File: src/rtl/fir_mac.sv
// Three-stage signed multiply-accumulate with a loadable coefficient bank.
// Products of din and coef[cidx] are summed into an AW-bit wrapping accumulator with sticky overflow.
module fir_mac #(
    parameter int DW    = 16,
    parameter int CW    = 16,
    parameter int AW    = 36,
    parameter int TAPS  = 8,
    parameter int NCOEF = 16
) (
    input  logic          clk,
    input  logic          rst,
    input  logic          sclr,
    input  logic [DW-1:0] din,
    input  logic [3:0]    cidx,
    input  logic          acc_en,
    input  logic          acc_clr,
    input  logic          coef_wr,
    input  logic [3:0]    coef_addr,
    input  logic [CW-1:0] coef_din,
    output logic [AW-1:0] acc,
    output logic          sum_vld,
    output logic          ovf
);

    localparam int PW   = DW + CW;
    localparam int CNTW = $clog2(TAPS + 1);
    localparam logic [CNTW-1:0] TAPS_C = CNTW'(TAPS);
    localparam logic [CNTW-1:0] ONE_C  = CNTW'(1);

    // Wrapping add; MSB of the result flags a signed overflow.
    function automatic logic [AW:0] add_wrap(input logic signed [AW-1:0] a,
                                             input logic signed [AW-1:0] b);
        logic signed [AW-1:0] s;
        logic                 o;
        s = a + b;
        o = (a[AW-1] == b[AW-1]) && (s[AW-1] != a[AW-1]);
        return {o, s};
    endfunction

    function automatic logic signed [AW-1:0] sext_prod(input logic signed [PW-1:0] p);
        return AW'(p);
    endfunction

    logic signed [CW-1:0] coef_q [NCOEF];
    logic signed [CW-1:0] coef_d [NCOEF];

    logic signed [DW-1:0] din_p1_q, din_p1_d;
    logic signed [CW-1:0] coef_p1_q, coef_p1_d;
    logic                 vld_p1_q, vld_p1_d;
    logic                 clr_p1_q, clr_p1_d;

    logic signed [PW-1:0] prod_p2_q, prod_p2_d;
    logic                 vld_p2_q, vld_p2_d;
    logic                 clr_p2_q, clr_p2_d;

    logic signed [AW-1:0] acc_p3_q, acc_p3_d;
    logic                 ovf_q, ovf_d;
    logic [CNTW-1:0]      cnt_q, cnt_d;
    logic                 sum_vld_q, sum_vld_d;

    logic signed [AW-1:0] prod_ext;
    logic [AW:0]          sum_ov;

    always_comb begin
        coef_d    = coef_q;
        prod_ext  = sext_prod(prod_p2_q);
        sum_ov    = add_wrap(acc_p3_q, prod_ext);

        // S1: capture operands; coef_q is read before this cycle's write lands
        din_p1_d  = din;
        coef_p1_d = coef_q[cidx];
        vld_p1_d  = acc_en;
        clr_p1_d  = acc_clr;

        // S2: full-precision signed product
        prod_p2_d = PW'(din_p1_q) * PW'(coef_p1_q);
        vld_p2_d  = vld_p1_q;
        clr_p2_d  = clr_p1_q;

        // S3: accumulate, count terms, flag completion
        acc_p3_d  = acc_p3_q;
        ovf_d     = ovf_q;
        cnt_d     = cnt_q;
        sum_vld_d = 1'b0;
        if (clr_p2_q) begin
            ovf_d = 1'b0;
            if (vld_p2_q) begin
                acc_p3_d  = prod_ext;
                cnt_d     = ONE_C;
                sum_vld_d = (TAPS == 1);
            end else begin
                acc_p3_d = '0;
                cnt_d    = '0;
            end
        end else if (vld_p2_q) begin
            acc_p3_d = sum_ov[AW-1:0];
            ovf_d    = ovf_q | sum_ov[AW];
            if (cnt_q != TAPS_C) begin
                cnt_d     = cnt_q + ONE_C;
                sum_vld_d = ((cnt_q + ONE_C) == TAPS_C);
            end
        end

        if (sclr) begin
            din_p1_d  = '0;
            coef_p1_d = '0;
            vld_p1_d  = 1'b0;
            clr_p1_d  = 1'b0;
            prod_p2_d = '0;
            vld_p2_d  = 1'b0;
            clr_p2_d  = 1'b0;
            acc_p3_d  = '0;
            ovf_d     = 1'b0;
            cnt_d     = '0;
            sum_vld_d = 1'b0;
        end else if (coef_wr) begin
            coef_d[coef_addr] = coef_din;
        end
    end

    always_ff @(posedge clk or negedge rst) begin
        if (!rst) begin
            for (int i = 0; i < NCOEF; i++) coef_q[i] <= '0;
            din_p1_q  <= '0;
            coef_p1_q <= '0;
            vld_p1_q  <= 1'b0;
            clr_p1_q  <= 1'b0;
            prod_p2_q <= '0;
            vld_p2_q  <= 1'b0;
            clr_p2_q  <= 1'b0;
            acc_p3_q  <= '0;
            ovf_q     <= 1'b0;
            cnt_q     <= '0;
            sum_vld_q <= 1'b0;
        end else begin
            coef_q    <= coef_d;
            din_p1_q  <= din_p1_d;
            coef_p1_q <= coef_p1_d;
            vld_p1_q  <= vld_p1_d;
            clr_p1_q  <= clr_p1_d;
            prod_p2_q <= prod_p2_d;
            vld_p2_q  <= vld_p2_d;
            clr_p2_q  <= clr_p2_d;
            acc_p3_q  <= acc_p3_d;
            ovf_q     <= ovf_d;
            cnt_q     <= cnt_d;
            sum_vld_q <= sum_vld_d;
        end
    end

    assign acc     = acc_p3_q;
    assign sum_vld = sum_vld_q;
    assign ovf     = ovf_q;

endmodule
File: config.mk
export PLATFORM = sky130hd
export DESIGN_NAME = fir_mac
export DESIGN_NICKNAME = d
export VERILOG_FILES = /design/src/rtl/fir_mac.sv
export SDC_FILE = /design/constraint.sdc
export NUM_CORES = 1
export LEC_CHECK = 0
export ABC_AREA = 1
export CORE_MARGIN = 2
export CORE_UTILIZATION = 54
export CTS_BUF_LIST = sky130_fd_sc_hd__clkbuf_4
export DETAILED_ROUTE_END_ITERATION = 16
export GPL_ROUTABILITY_DRIVEN = 0
export PLACE_DENSITY = 0.71
export REMOVE_ABC_BUFFERS = 1
export SYNTH_ARGS = -nofsm -noshare
export SYNTH_HDL_FRONTEND = slang
export SYNTH_SLANG_ARGS = --single-unit
File: constraint.sdc
create_clock -name clk -period 6.2 [get_ports clk]
set_clock_uncertainty 0.05 [all_clocks]
set_input_delay 1.55 -clock clk [delete_from_list [all_inputs] [get_ports clk]]
set_output_delay 1.55 -clock clk [all_outputs]
set_load 0.03 [all_outputs]
## Yosys cells after proc, flatten, opt, wreduce, memory -nomap -nowiden

Cells that the tools add are included.

| operators by class | value |
|---|---|
| add/subtract/negate cells | 2 |
| $mul | 1 |
| magnitude comparators | 3 |
| equal/unequal tests | 4 |
| mux-type cells | 29 |
| bitwise operators | 4 |
| reductions and logical operators | 6 |

Operators with widths:

| kind | number |
|---|---|
| 256-bit bitwise mux | 1 |
| 36-bit 2-to-1 mux | 4 |
| 16-bit 2-to-1 mux | 5 |
| 16-bit binary-select mux with 4-bit select | 1 |
| 16-bit demux with 4-bit select | 1 |
| 36-bit by 32-bit adder with 36-bit output | 1 |
| 16-bit by 16-bit multiplier with 32-bit output | 1 |
| 32-bit 2-to-1 mux | 1 |
| 4-bit 2-to-1 mux | 4 |
| 1-bit 2-to-1 mux | 12 |
| 5-bit greater-or-equal comparator, second input constant | 2 |
| 4-bit NOT with 5-bit output | 2 |
| 3-bit nonzero test | 2 |
| 5-bit by 1-bit < comparator with 1-bit output, second input constant | 1 |
| 4-bit by 1-bit adder with 4-bit output, second input constant | 1 |
| 4-bit equality test, second input constant | 1 |
| 4-bit inequality test, second input constant | 1 |
| 2-bit AND reduction | 2 |
| 1-bit logical AND | 2 |
| 1-bit equality test | 1 |
| 1-bit inequality test | 1 |
| 1-bit NOT | 1 |
| 1-bit OR | 1 |

| word-level totals | value |
|---|---|
| register bits after elaboration | 366 |

## Depth between registers and ports, before layout

| logic depth | value |
|---|---|
| depth in word-level cells | 7 |
| depth in mapped cells | 26 |

## Worst setup path after synthesis

OpenSTA, ideal clock, no wires.

| timing | value |
|---|---|
| path kind | reg-to-reg |
| start | register din_p1_q[15] |
| end | register prod_p2_q[28] |
| setup time | 0.120 ns |
| arrival | 5.408 ns |
| path slack | 0.622 ns |
| cell stages (with the launch flop) | 20 |
| path buffers | 1 |
| clock period less this slack | 5.578 ns |
| cell sequence | dfrtp_1 > clkbuf_1 > nand2_1 > inv_1 > fa_1 > fa_1 > fa_1 > fa_1 > fa_1 > inv_1 > fa_1 > inv_1 > ha_1 > nand2_1 > nor2_1 > nand2_1 > or2_2 > nand3_1 > and2_1 > nor2_1 |

| on the way | value |
|---|---|
| longest elaborated chain between the ends | 2 |

RTL lines:

| item | line | source |
|---|---|---|
| start: declaration | 47 | `logic signed [DW-1:0] din_p1_q, din_p1_d;` |
| start signal: assignment | 137 | `din_p1_q <= din_p1_d;` |
| 16-bit by 16-bit multiplier with 32-bit output | 76 | `prod_p2_d = PW'(din_p1_q) * PW'(coef_p1_q);` |
| 32-bit 2-to-1 mux | 104 | `if (sclr) begin` |
| via prod_p2_d[28] | 52 | `logic signed [PW-1:0] prod_p2_q, prod_p2_d;` |
| end signal: assignment | 141 | `prod_p2_q <= prod_p2_d;` |
| end: declaration | 52 |  |

The timed path passes the listed nets, and every way through them passes these cells.
A chain may end at the register's enable or synchronous reset.

## Worst setup path in the final report

| timing | value |
|---|---|
| start | register coef_p1_q[2] |
| end | register prod_p2_q[20] |

| on the way | value |
|---|---|
| longest elaborated chain between the ends | 2 |

RTL lines:

| item | line | source |
|---|---|---|
| start: declaration | 48 | `logic signed [CW-1:0] coef_p1_q, coef_p1_d;` |
| start signal: assignment | 138 | `coef_p1_q <= coef_p1_d;` |
| 16-bit by 16-bit multiplier with 32-bit output | 76 |  |
| 32-bit 2-to-1 mux | 104 |  |
| via prod_p2_d[20] | 52 |  |

The timed path passes the listed nets, and every way through them passes these cells.

==> flow_summary.ini <==
[clock_network]
cts_root_buf = clkbuf_4
cts_buffers = 99
clk_pin_slew_worst_paths_ps = 60
cts_sinks = 366
cts_buffer_depth = 3
clk_latency_ps = 880
h-tree-depth = 3
cts_setup_buffers = 0
tritoncts = built

[sta]
rsz0062_at_grt = no
max_freq_ghz = 0.169
setup_tns_ps = 0
whs_ps = 423
hold_violations = 0
relSlewSlack_pct = 26.7
fin_crit_sh_pct = 95.6
maxSlewViolCount = 0
tightest_slew_ps = 1100
period_needed_ps = 5930
finalSetupViolCount = 0

[yosys]
seq_area_frac_synth_pct = 32.3
synth_edf_count = 0
ys_types = 45
ys.flop_type = dfrtp_1
avgSynthCellArea_sq_um = 7.86
synth_area_sq_um = 28300
synthCells = 3602
ys_ff_latch = 366
synthArstFlopShare_pct = 100
synthTopCellsByArea = dfrtp_1, fa_1, nand2_1
yosys.area.top_type = dfrtp_1
synth_top_area_share_pct = 32.3
yosysWarningCount = 0

[global_route]
grt_util_all_layers_pct = 29.5
grt_overflow = 0
antenna_found_initial = 5
grt_max_degree = 138
grt_pass1_wl_mm = 125
grt_pass1_vias = 24000

[route]
top_layer = met5
drt-met1-wl_mm = 32.9
vias_per_cell = 5.45
met2_length_mm = 36.2
routed_wl_mm = 76.9
via_count = 24000
wire_per_inst_um = 17.5
dr_wl_met3_mm = 5.14
antenna_left = 0
drc = 0
initialDrtViolationCount = 1997
first_pass_iters = 6

[hold_path]
hold_path.class = flop to flop

[status]
status = finished clean

[floorplanning]
die_h_um = 233
die-area_sq_um = 54300
die_x_um = 233
io_pins = 84
start_util_pct = 54.9
rows = 83
core-area_sq_um = 51600

[pwr]
p_total_mw = 7.80
leakagePower_nw = 16.6
ir_drop_uv = 204
powerDensity_nw_per_um2 = 252

[layout]
final_util_pct = 59.9
design_area_sq_um = 30900
nets = 4073
layout-drive-gt1-share_pct = 6.75
area_delta_synth_final_pct = 9.11

[placed_design]
place_area_sq_um = 29600
port_buffers = 83
place_hpwl_mm = 54.1

[run]
maxCapViolations = 0

[critical_path]
path_class = flop to flop
crit_fanout = 11
arrival_ps = 6550
crit_required_ps = 6820
worstSetupStartpointType = flop
end_kind = flop
==> metal layers <==
| layer | GRT usage, % | vias to the layer above |
|---|---|---|
| met2 | 47.3 | 872 |
| met4 | 12.6 | 2 |
| met1 | 39.7 | 11600 |
| met3 | 5.09 | 179 |
| li1 | - | 11400 |
| met5 | 0 | - |
==> metrics by stage <==
step | instances | setup slack (ps)
6_report | 4403 | 274
5_1_grt | 4403 | 2.19
4_1_cts | 4398 | 113
3_5_place_dp | 4223 | 139
3_3_place_gp | 4223 | 306
2_1_floorplan | 3407 | 729
==> synthesized netlist by cell type, types with 3 or more instances <==
library cell / count
o221ai_1: 52
dfrtp_1: 366
inv_2: 4
nor3_1: 13
or2_2: 9
nor2_2: 4
xnor2_1: 13
o21ai_2: 4
nor2_1: 329
nand2_1: 883
ha_1: 120
o22ai_1: 18
xor2_1: 14
o21ai_0: 432
buf_4: 3
clkbuf_1: 150
inv_1: 587
o21ai_1: 18
fa_1: 263
a21oi_1: 101
nand3_1: 97
nand4_1: 19
a21o_1: 6
nand4_2: 3
o21bai_1: 12
buf_2: 36
o211ai_1: 22
buf_1: 4
==> cell families (layout without fill, tap and decap cells) <==
logic type                 count (synthesis)  count (layout)  share of synthesized area, %
AOI/OAI and AO/OA                        672             672                          13.1
xor gates and xnor gates                  27              27                         0.835
adders and majority gates                383             383                          23.9
buffers and inverters                    788             904                          10.7
DFF                                      366             366                          32.3
other                                      0               5                             0
and+or+nand+nor                         1366            1366                          19.1
==> placed cells by master, fill, tap and decap left out, types with 2 or more instances in the layout <==
cell	n
inv_2	4
or2_2	9
nor3_1	13
buf_12	3
clkdlybuf4s50_1	78
nand2_1	883
o21ai_0	432
o221ai_1	52
a21o_1	6
a21oi_1	101
buf_2	3
dfrtp_2	4
o22ai_1	18
nand3_1	97
xnor2_1	13
buf_4	51
o21ai_1	18
nor2_1	329
diode_2	5
inv_1	587
nor2_2	4
nand3_2	2
nand4_2	3
clkinv_2	7
o211ai_1	22
nand4_1	19
fa_1	262
o21bai_1	12
dfrtp_1	362
nor4_1	2
o21ai_2	4
inv_6	2
ha_1	120
xor2_1	14
a21oi_2	2
clkbuf_4	144
clkinv_1	20
==> timing repair <==
item,CTS,global route
resized for setup,0,5
setup endpoints to repair,0,11
hold endpoints to repair,0,0
hold buffers,0,0
==> worst max-delay path: stages, from the launching register on <==
cell,delay [ps]
dfrtp_1,660
nand2_1,170
inv_1,110
fa_1,490
buf_4,200
fa_1,460
fa_1,500
fa_1,510
fa_1,490
inv_1,50
fa_1,480
inv_1,50
ha_1,390
nand2_1,130
nor2_1,160
inv_1,70
nor2_1,130
nand4_1,110
nand3_1,150
o21ai_0,90
a21oi_1,300
==> power by group <==
group,total [mW],internal [mW],switching (mW)
Sequential,3.09,2.79,0.304
Combinational,2.53,0.942,1.59
Clock,2.18,1.11,1.07
==> layout make-up <==
class,count,area [sq um]
Fill cell,4761,20700
Multi-Input combinational cell,2448,16100
Sequential cell,366,9160
Inverter,593,2230
Timing Repair Buffer,136,1250
Clock buffer,144,1080
Tap cell,680,851
Clock inverter,31,171
Antenna cell,5,12.5
==> sequential cells by signal, indices dropped and copies added (netlist names) <==
| name | count |
|---|---|
| coef_q | 256 |
| acc | 36 |
| prod_p2_q | 32 |
| coef_p1_q | 16 |
| din_p1_q | 16 |
| cnt_q | 4 |
| clr_p1_q | 1 |
| clr_p2_q | 1 |
| ovf | 1 |
| sum_vld | 1 |
| vld_p1_q | 1 |
| vld_p2_q | 1 |
==> worst paths after layout <==
check                        startpoint            end  slack, ps  cells past startpoint
setup reg to reg           coef_p1_q[2]  prod_p2_q[20]        270                     20
max in group asynchronous           rst     coef_q[63]       4140                      2
min in group asynchronous           rst        acc[30]        710                      1
setup / recovery           coef_p1_q[2]  prod_p2_q[20]        270                     20
hold reg to reg                vld_p1_q       vld_p2_q        420                      2
hold / removal                 vld_p1_q       vld_p2_q        420                      2
Note: power is estimated with default switching activity, not from simulation.
